===== src/rtl/vscale_dmem_rr_arbiter.sv =====
// Round-robin HASTI arbiter: NUM_CORES dmem masters onto the single p0 data
// port of the dual-port SRAM. Non-pipelined, so there is one address phase and
// then one data phase. An external index can steer the grant for formal runs.
module vscale_dmem_rr_arbiter #(
  parameter int NUM_CORES      = 2,
  parameter int CORE_IDX_WIDTH = 1,
  parameter int ADDR_W         = 32,
  parameter int BUS_W          = 32,
  parameter int SIZE_W         = 3,
  parameter int TRANS_W        = 2,
  parameter int RESP_W         = 1
) (
  input  logic                          hclk,
  input  logic                          hresetn,
  input  logic [NUM_CORES*ADDR_W-1:0]   core_haddr,
  input  logic [NUM_CORES-1:0]          core_hwrite,
  input  logic [NUM_CORES*SIZE_W-1:0]   core_hsize,
  input  logic [NUM_CORES*TRANS_W-1:0]  core_htrans,
  input  logic [NUM_CORES*BUS_W-1:0]    core_hwdata,
  output logic [NUM_CORES*BUS_W-1:0]    core_hrdata,
  output logic [NUM_CORES-1:0]          core_hready,
  output logic [NUM_CORES*RESP_W-1:0]   core_hresp,
  output logic [ADDR_W-1:0]             dmem_haddr,
  output logic                          dmem_hwrite,
  output logic [SIZE_W-1:0]             dmem_hsize,
  output logic [TRANS_W-1:0]            dmem_htrans,
  output logic [BUS_W-1:0]              dmem_hwdata,
  input  logic [BUS_W-1:0]              dmem_hrdata,
  input  logic                          dmem_hready,
  input  logic [RESP_W-1:0]             dmem_hresp,
  input  logic                          ext_sel_en,
  input  logic [CORE_IDX_WIDTH-1:0]     ext_next_core,
  output logic                          busy,
  output logic [CORE_IDX_WIDTH-1:0]     grant_idx
);

  localparam int                 IDX_SPACE     = 2 ** CORE_IDX_WIDTH;
  localparam logic [TRANS_W-1:0] HTRANS_IDLE   = TRANS_W'(0);
  localparam logic [TRANS_W-1:0] HTRANS_NONSEQ = TRANS_W'(2);
  localparam logic [RESP_W-1:0]  HRESP_OKAY    = RESP_W'(0);

  typedef enum logic {
    ST_IDLE = 1'b0,
    ST_DATA = 1'b1
  } state_e;

  state_e                    state_q, state_d;
  logic [CORE_IDX_WIDTH-1:0] owner_q, owner_d;
  logic [CORE_IDX_WIDTH-1:0] last_grant_q, last_grant_d;
  logic                      wdata_sel_valid_q, wdata_sel_valid_d;

  // Request vector padded to the full index space so any index is in range.
  logic [IDX_SPACE-1:0]      req;
  logic                      win_raw;
  logic                      win_vld;
  logic [CORE_IDX_WIDTH-1:0] win_idx;
  logic [CORE_IDX_WIDTH-1:0] addr_sel;
  int                        cand;

  // Decode per-core requests: only NONSEQ counts, SEQ/BUSY are never issued.
  always_comb begin
    req = '0;
    for (int i = 0; i < NUM_CORES; i++) begin
      req[i] = (core_htrans[TRANS_W*i +: TRANS_W] == HTRANS_NONSEQ);
    end
  end

  // Pick the winner. The round-robin scan runs farthest-first so the nearest
  // requester after last_grant overwrites the others.
  always_comb begin
    win_raw = 1'b0;
    win_idx = '0;
    cand    = 0;
    if (ext_sel_en) begin
      if ((int'(ext_next_core) < NUM_CORES) && req[ext_next_core]) begin
        win_raw = 1'b1;
        win_idx = ext_next_core;
      end
    end else begin
      for (int k = NUM_CORES; k >= 1; k--) begin
        cand = (int'(last_grant_q) + k) % NUM_CORES;
        if (req[CORE_IDX_WIDTH'(cand)]) begin
          win_raw = 1'b1;
          win_idx = CORE_IDX_WIDTH'(cand);
        end
      end
    end
    // No grant may leak onto the bus while reset is held.
    win_vld  = win_raw && hresetn && (state_q == ST_IDLE);
    addr_sel = win_vld ? win_idx : '0;
  end

  // Bus steering: address mux, write-data mux and per-core responses.
  always_comb begin
    dmem_haddr  = core_haddr[0 +: ADDR_W];
    dmem_hwrite = core_hwrite[0];
    dmem_hsize  = core_hsize[0 +: SIZE_W];
    dmem_htrans = HTRANS_IDLE;
    dmem_hwdata = core_hwdata[0 +: BUS_W];
    core_hready = '1;
    core_hresp  = '0;
    core_hrdata = '0;
    for (int i = 0; i < NUM_CORES; i++) begin
      core_hrdata[BUS_W*i +: BUS_W] = dmem_hrdata;
      if (CORE_IDX_WIDTH'(i) == addr_sel) begin
        dmem_haddr  = core_haddr[ADDR_W*i +: ADDR_W];
        dmem_hwrite = core_hwrite[i];
        dmem_hsize  = core_hsize[SIZE_W*i +: SIZE_W];
      end
      if (wdata_sel_valid_q && (CORE_IDX_WIDTH'(i) == owner_q)) begin
        dmem_hwdata = core_hwdata[BUS_W*i +: BUS_W];
      end
    end
    if (win_vld) begin
      dmem_htrans = HTRANS_NONSEQ;
      for (int i = 0; i < NUM_CORES; i++) begin
        if (req[i] && (CORE_IDX_WIDTH'(i) != win_idx)) begin
          core_hready[i] = 1'b0;
        end
      end
    end else if (state_q == ST_DATA) begin
      for (int i = 0; i < NUM_CORES; i++) begin
        if (CORE_IDX_WIDTH'(i) == owner_q) begin
          core_hready[i]                  = dmem_hready;
          core_hresp[RESP_W*i +: RESP_W]  = dmem_hresp;
        end else begin
          core_hready[i]                  = !req[i];
          core_hresp[RESP_W*i +: RESP_W]  = HRESP_OKAY;
        end
      end
    end
    busy      = (state_q == ST_DATA);
    grant_idx = owner_q;
  end

  // Next-state: grant on a winner in IDLE, leave DATA when the SRAM is ready.
  always_comb begin
    state_d           = state_q;
    owner_d           = owner_q;
    last_grant_d      = last_grant_q;
    wdata_sel_valid_d = wdata_sel_valid_q;
    case (state_q)
      ST_IDLE: begin
        if (win_vld) begin
          state_d           = ST_DATA;
          owner_d           = win_idx;
          last_grant_d      = win_idx;
          wdata_sel_valid_d = 1'b1;
        end
      end
      ST_DATA: begin
        if (dmem_hready) begin
          state_d           = ST_IDLE;
          wdata_sel_valid_d = 1'b0;
        end
      end
      default: begin
        state_d           = ST_IDLE;
        wdata_sel_valid_d = 1'b0;
      end
    endcase
  end

  // State registers; reset gives core 0 first priority.
  always_ff @(posedge hclk or negedge hresetn) begin
    if (!hresetn) begin
      state_q           <= ST_IDLE;
      owner_q           <= '0;
      last_grant_q      <= CORE_IDX_WIDTH'(NUM_CORES - 1);
      wdata_sel_valid_q <= 1'b0;
    end else begin
      state_q           <= state_d;
      owner_q           <= owner_d;
      last_grant_q      <= last_grant_d;
      wdata_sel_valid_q <= wdata_sel_valid_d;
    end
  end

endmodule


===== config.mk =====
export PLATFORM = sky130hd
export DESIGN_NAME = vscale_dmem_rr_arbiter
export DESIGN_NICKNAME = d
export VERILOG_FILES = /design/src/rtl/vscale_dmem_rr_arbiter.sv
export SDC_FILE = /design/constraint.sdc
export NUM_CORES = 1
export LEC_CHECK = 0
export ABC_AREA = 0
export CAP_MARGIN = 20
export CORE_AREA = 2 2 125 127
export DETAILED_ROUTE_END_ITERATION = 8
export DIE_AREA = 0 0 127 129
export PLACE_DENSITY = 0.55
export SETUP_SLACK_MARGIN = 0.3
export SKIP_CTS_REPAIR_TIMING = 1
export SYNTH_ARGS = -nofsm -noshare
export SYNTH_HDL_FRONTEND = slang
export SYNTH_SLANG_ARGS = --single-unit

===== constraint.sdc =====
create_clock -name hclk -period 2.3 [get_ports hclk]
set_clock_uncertainty 0.1 [all_clocks]
set_input_delay 0.575 -clock hclk [delete_from_list [all_inputs] [get_ports hclk]]
set_output_delay 0.575 -clock hclk [all_outputs]
set_load 0.005 [all_outputs]

==> reports/results.txt <==
The number of search-and-repair iterations in the first detailed-routing pass is 4. The post-DP HPWL came out at 6340 um. Number of buffers on the longest clock path: 2. Counting stages on the worst path, the most repeated cell is sky130_fd_sc_hd__buf_6. The type of destination of the critical path is a primary output. Routability-driven placement finished with a final weighted congestion of 0.698.

The share of layout cells above drive strength 1 was 0.560. sky130_fd_sc_hd__buf_4 takes more of the synthesized area than any other cell. For this run the aggregate overflow at the end of global routing stands at 0.

The clock slew at the register clock pins of the worst setup and hold paths was 0.03 ns. The floorplan die height is 129 um. The count of buffers added on input and output ports is 220. Once detail routing completed, the nets flagged for antenna violations numbered 0. In the post-synthesis netlist, the biggest area contributors are sky130_fd_sc_hd__buf_4 29%, sky130_fd_sc_hd__mux2_2 26%, sky130_fd_sc_hd__mux2_4 25%, sky130_fd_sc_hd__dfrtp_1 4.4%, sky130_fd_sc_hd__buf_6 2.6%. The signal on the critical path passes through buf_6, nor2b_4, nand3_2, a21o_4, buf_6, clkbuf_16, mux2_4, buf_6. The final count of pins violating max slew is 0.

The share of the synthesized area in the top cell type was 0.288. The final reports fail on negative setup slack. The logs give 0.238 ns for the worst hold slack after final layout and 352 for the net count of the mapped netlist.

For the reported leakage power, the log shows 2.22 nW. From synthesis to final layout, the design area changed by 148%. For this design the ratio of total power to cell area is 438 nW/um^2. The run gives 33 as the pin count of the biggest net entering global routing.

The setup path with the least slack is of type input pin to primary output. The number of warning messages in the yosys log came out at 0. On the critical path, the stage with the largest delay is an instance of sky130_fd_sc_hd__mux2_4. The tools report the starting density of the core as 0.115. The tools report the portion of the post-synthesis area used by sequential elements as 0.0589. For the number of global-route vias before repair, the log shows 1977. The tools report the total wire length as 8590 um.

For the total global-route track usage, the log shows 0.0786. The floorplan step defined a die boundary enclosing 16400 um^2. The tool flagged a number of max-cap violations equal to 0. The sum of buffers and inverters on the critical path was 4; the insertion delay of the later-clocked pin in the worst-skew pair was 0.22 ns. Synthesis produced 174 cells. The count of endpoints failing hold in the final timing report was 0. The worst path required time is 1.62 ns. The clock drives 4 sinks.

CTS placed an instance of sky130_fd_sc_hd__clkbuf_16 at the clock tree root. For the DRC violations left, the log shows 0. The fmax was 0.394 GHz. Area of the mapped netlist: 1720 um^2.

The logs give 36 for the number of failing setup endpoints in the final timing report and 0 for the initial antenna violation count. The fraction of the cycle the final worst path needs came out at 1.10. In the final routed layout, each cell accounts on average for 15.5 um. The total negative setup slack is -5.14 ns. The largest single stage delay on the critical path is 0.32 ns. The first global-routing pass estimated 9960 um of wire.

The minimum clock period after layout is 2.54 ns. The run gives 1 as the total number of H-tree levels. The run gives 15000 um^2 as the area of the core.

In the final design database the tool counted 547 nets. TritonCTS built the clock tree. The worst setup margin is -0.238 ns. The class of the most critical hold timing path was input pin to async pin. IR analysis of the VDD net gives a maximum drop of 0.220 mV. Via count of the routed design: 2031. Cell type group with the largest total delay on the critical path: buffers and inverters. The row count came out at 45.

The average cell area after synthesis is 9.89 um^2. Setup repair after global routing could not meet its margin everywhere. Synthesis instantiated 23 different standard cells from the library. Buffers inserted during clock tree synthesis total 3. Of all nets on the critical path, the largest fanout is 5. Detail-routed via count per cell: 3.65.

The run finished, with violations left. 318 I/O pins were placed. Antenna diode count: 0. Measured along the x axis, the die boundary spans 127 um.

The critical path data arrival time is 1.86 ns. Type of origin of the critical path: an input pin. The detailed router's first-iteration violation count came out at 35. Post-synthesis sequential element count: 4.
## power breakdown
part | total (mW) | internal [mW] | switching (mW)
sequential | 0.107 | 0.0918 | 0.0151
combinational | 1.48 | 1.03 | 0.450
clock | 0.284 | 0.229 | 0.0541
## through the flow
stage | setup slack (ns) | cell area, um^2 | instances | utilization | power [mW]
floorplan | 0.0823 | 1720 | 174 | - | 0.581
global placement | -0.909 | 3740 | 522 | 0.250 | 1.18
detailed placement | -0.916 | 3740 | 522 | 0.250 | 1.18
CTS | -0.927 | 3820 | 526 | 0.255 | 1.48
global route | -0.280 | 4270 | 556 | 0.285 | 1.98
finish | -0.238 | 4270 | 556 | 0.285 | 1.87
## flip-flops by register name, summed over array words and instances (netlist names)
name,count
last_grant_q,1
wdata_sel_valid_q,1
busy,1
grant_idx,1
## layout make-up
type / count / area, um^2
fillers: 1622 / 10700
repair buffers: 263 / 2620
multi-input cells: 96 / 1230
well taps: 188 / 235
flip-flops and latches: 4 / 103
clock buffers: 4 / 78.8
inverters: 1 / 3.75
## path summary, 6_finish.rpt
path | from | end | slack, ns | cells past startpoint
hold reg to reg | last_grant_q | last_grant_q | 0.39 | 2
setup reg to reg | last_grant_q | grant_idx | 0.83 | 6
min in group hclk | last_grant_q | last_grant_q | 0.39 | 2
max in group asynchronous | hresetn | last_grant_q | 1.67 | 2
hold / removal | hresetn | wdata_sel_valid_q | 0.24 | 2
setup / recovery | core_htrans[2] | dmem_hsize[2] | -0.24 | 8
## layout by cell type, fill, tap and decap left out, types with 3 or more instances in the layout
master / count
sky130_fd_sc_hd__clkdlybuf4s50_1: 120
sky130_fd_sc_hd__mux2_4: 56
sky130_fd_sc_hd__buf_6: 46
sky130_fd_sc_hd__clkbuf_2: 40
sky130_fd_sc_hd__dlymetal6s2s_1: 28
sky130_fd_sc_hd__buf_4: 15
sky130_fd_sc_hd__mux2_2: 13
sky130_fd_sc_hd__clkbuf_16: 7
sky130_fd_sc_hd__nand2_1: 4
sky130_fd_sc_hd__buf_8: 4
sky130_fd_sc_hd__buf_2: 3
sky130_fd_sc_hd__buf_12: 3
## layer usage
layer / track usage / wire length [um] / vias to the layer above
li1: - / - / 922
met1: 0.0725 / 2840 / 904
met2: 0.152 / 4430 / 179
met3: 0.0299 / 1100 / 26
met4: 0.0362 / 218 / 0
met5: 0 / 0 / -
## cell usage after synthesis, drive strengths merged
cell type  instances
buf               73
mux2              69
nand2              7
dfrtp              3
a21o               2
a21oi              2
a22oi              2
nor2               2
nor2b              2
o21ai              2
a21boi             1
and3               1
conb               1
dfstp              1
inv                1
nand2b             1
nand3              1
nor3               1
o21ba              1
or2                1
## cells by family after synthesis
group	synth area share
compound gates	0.0393
buf+inv	0.325
other cells	0.00218
simple gates	0.0596
flops	0.0589
mux	0.515
Power figures use the tool's default switching activity.
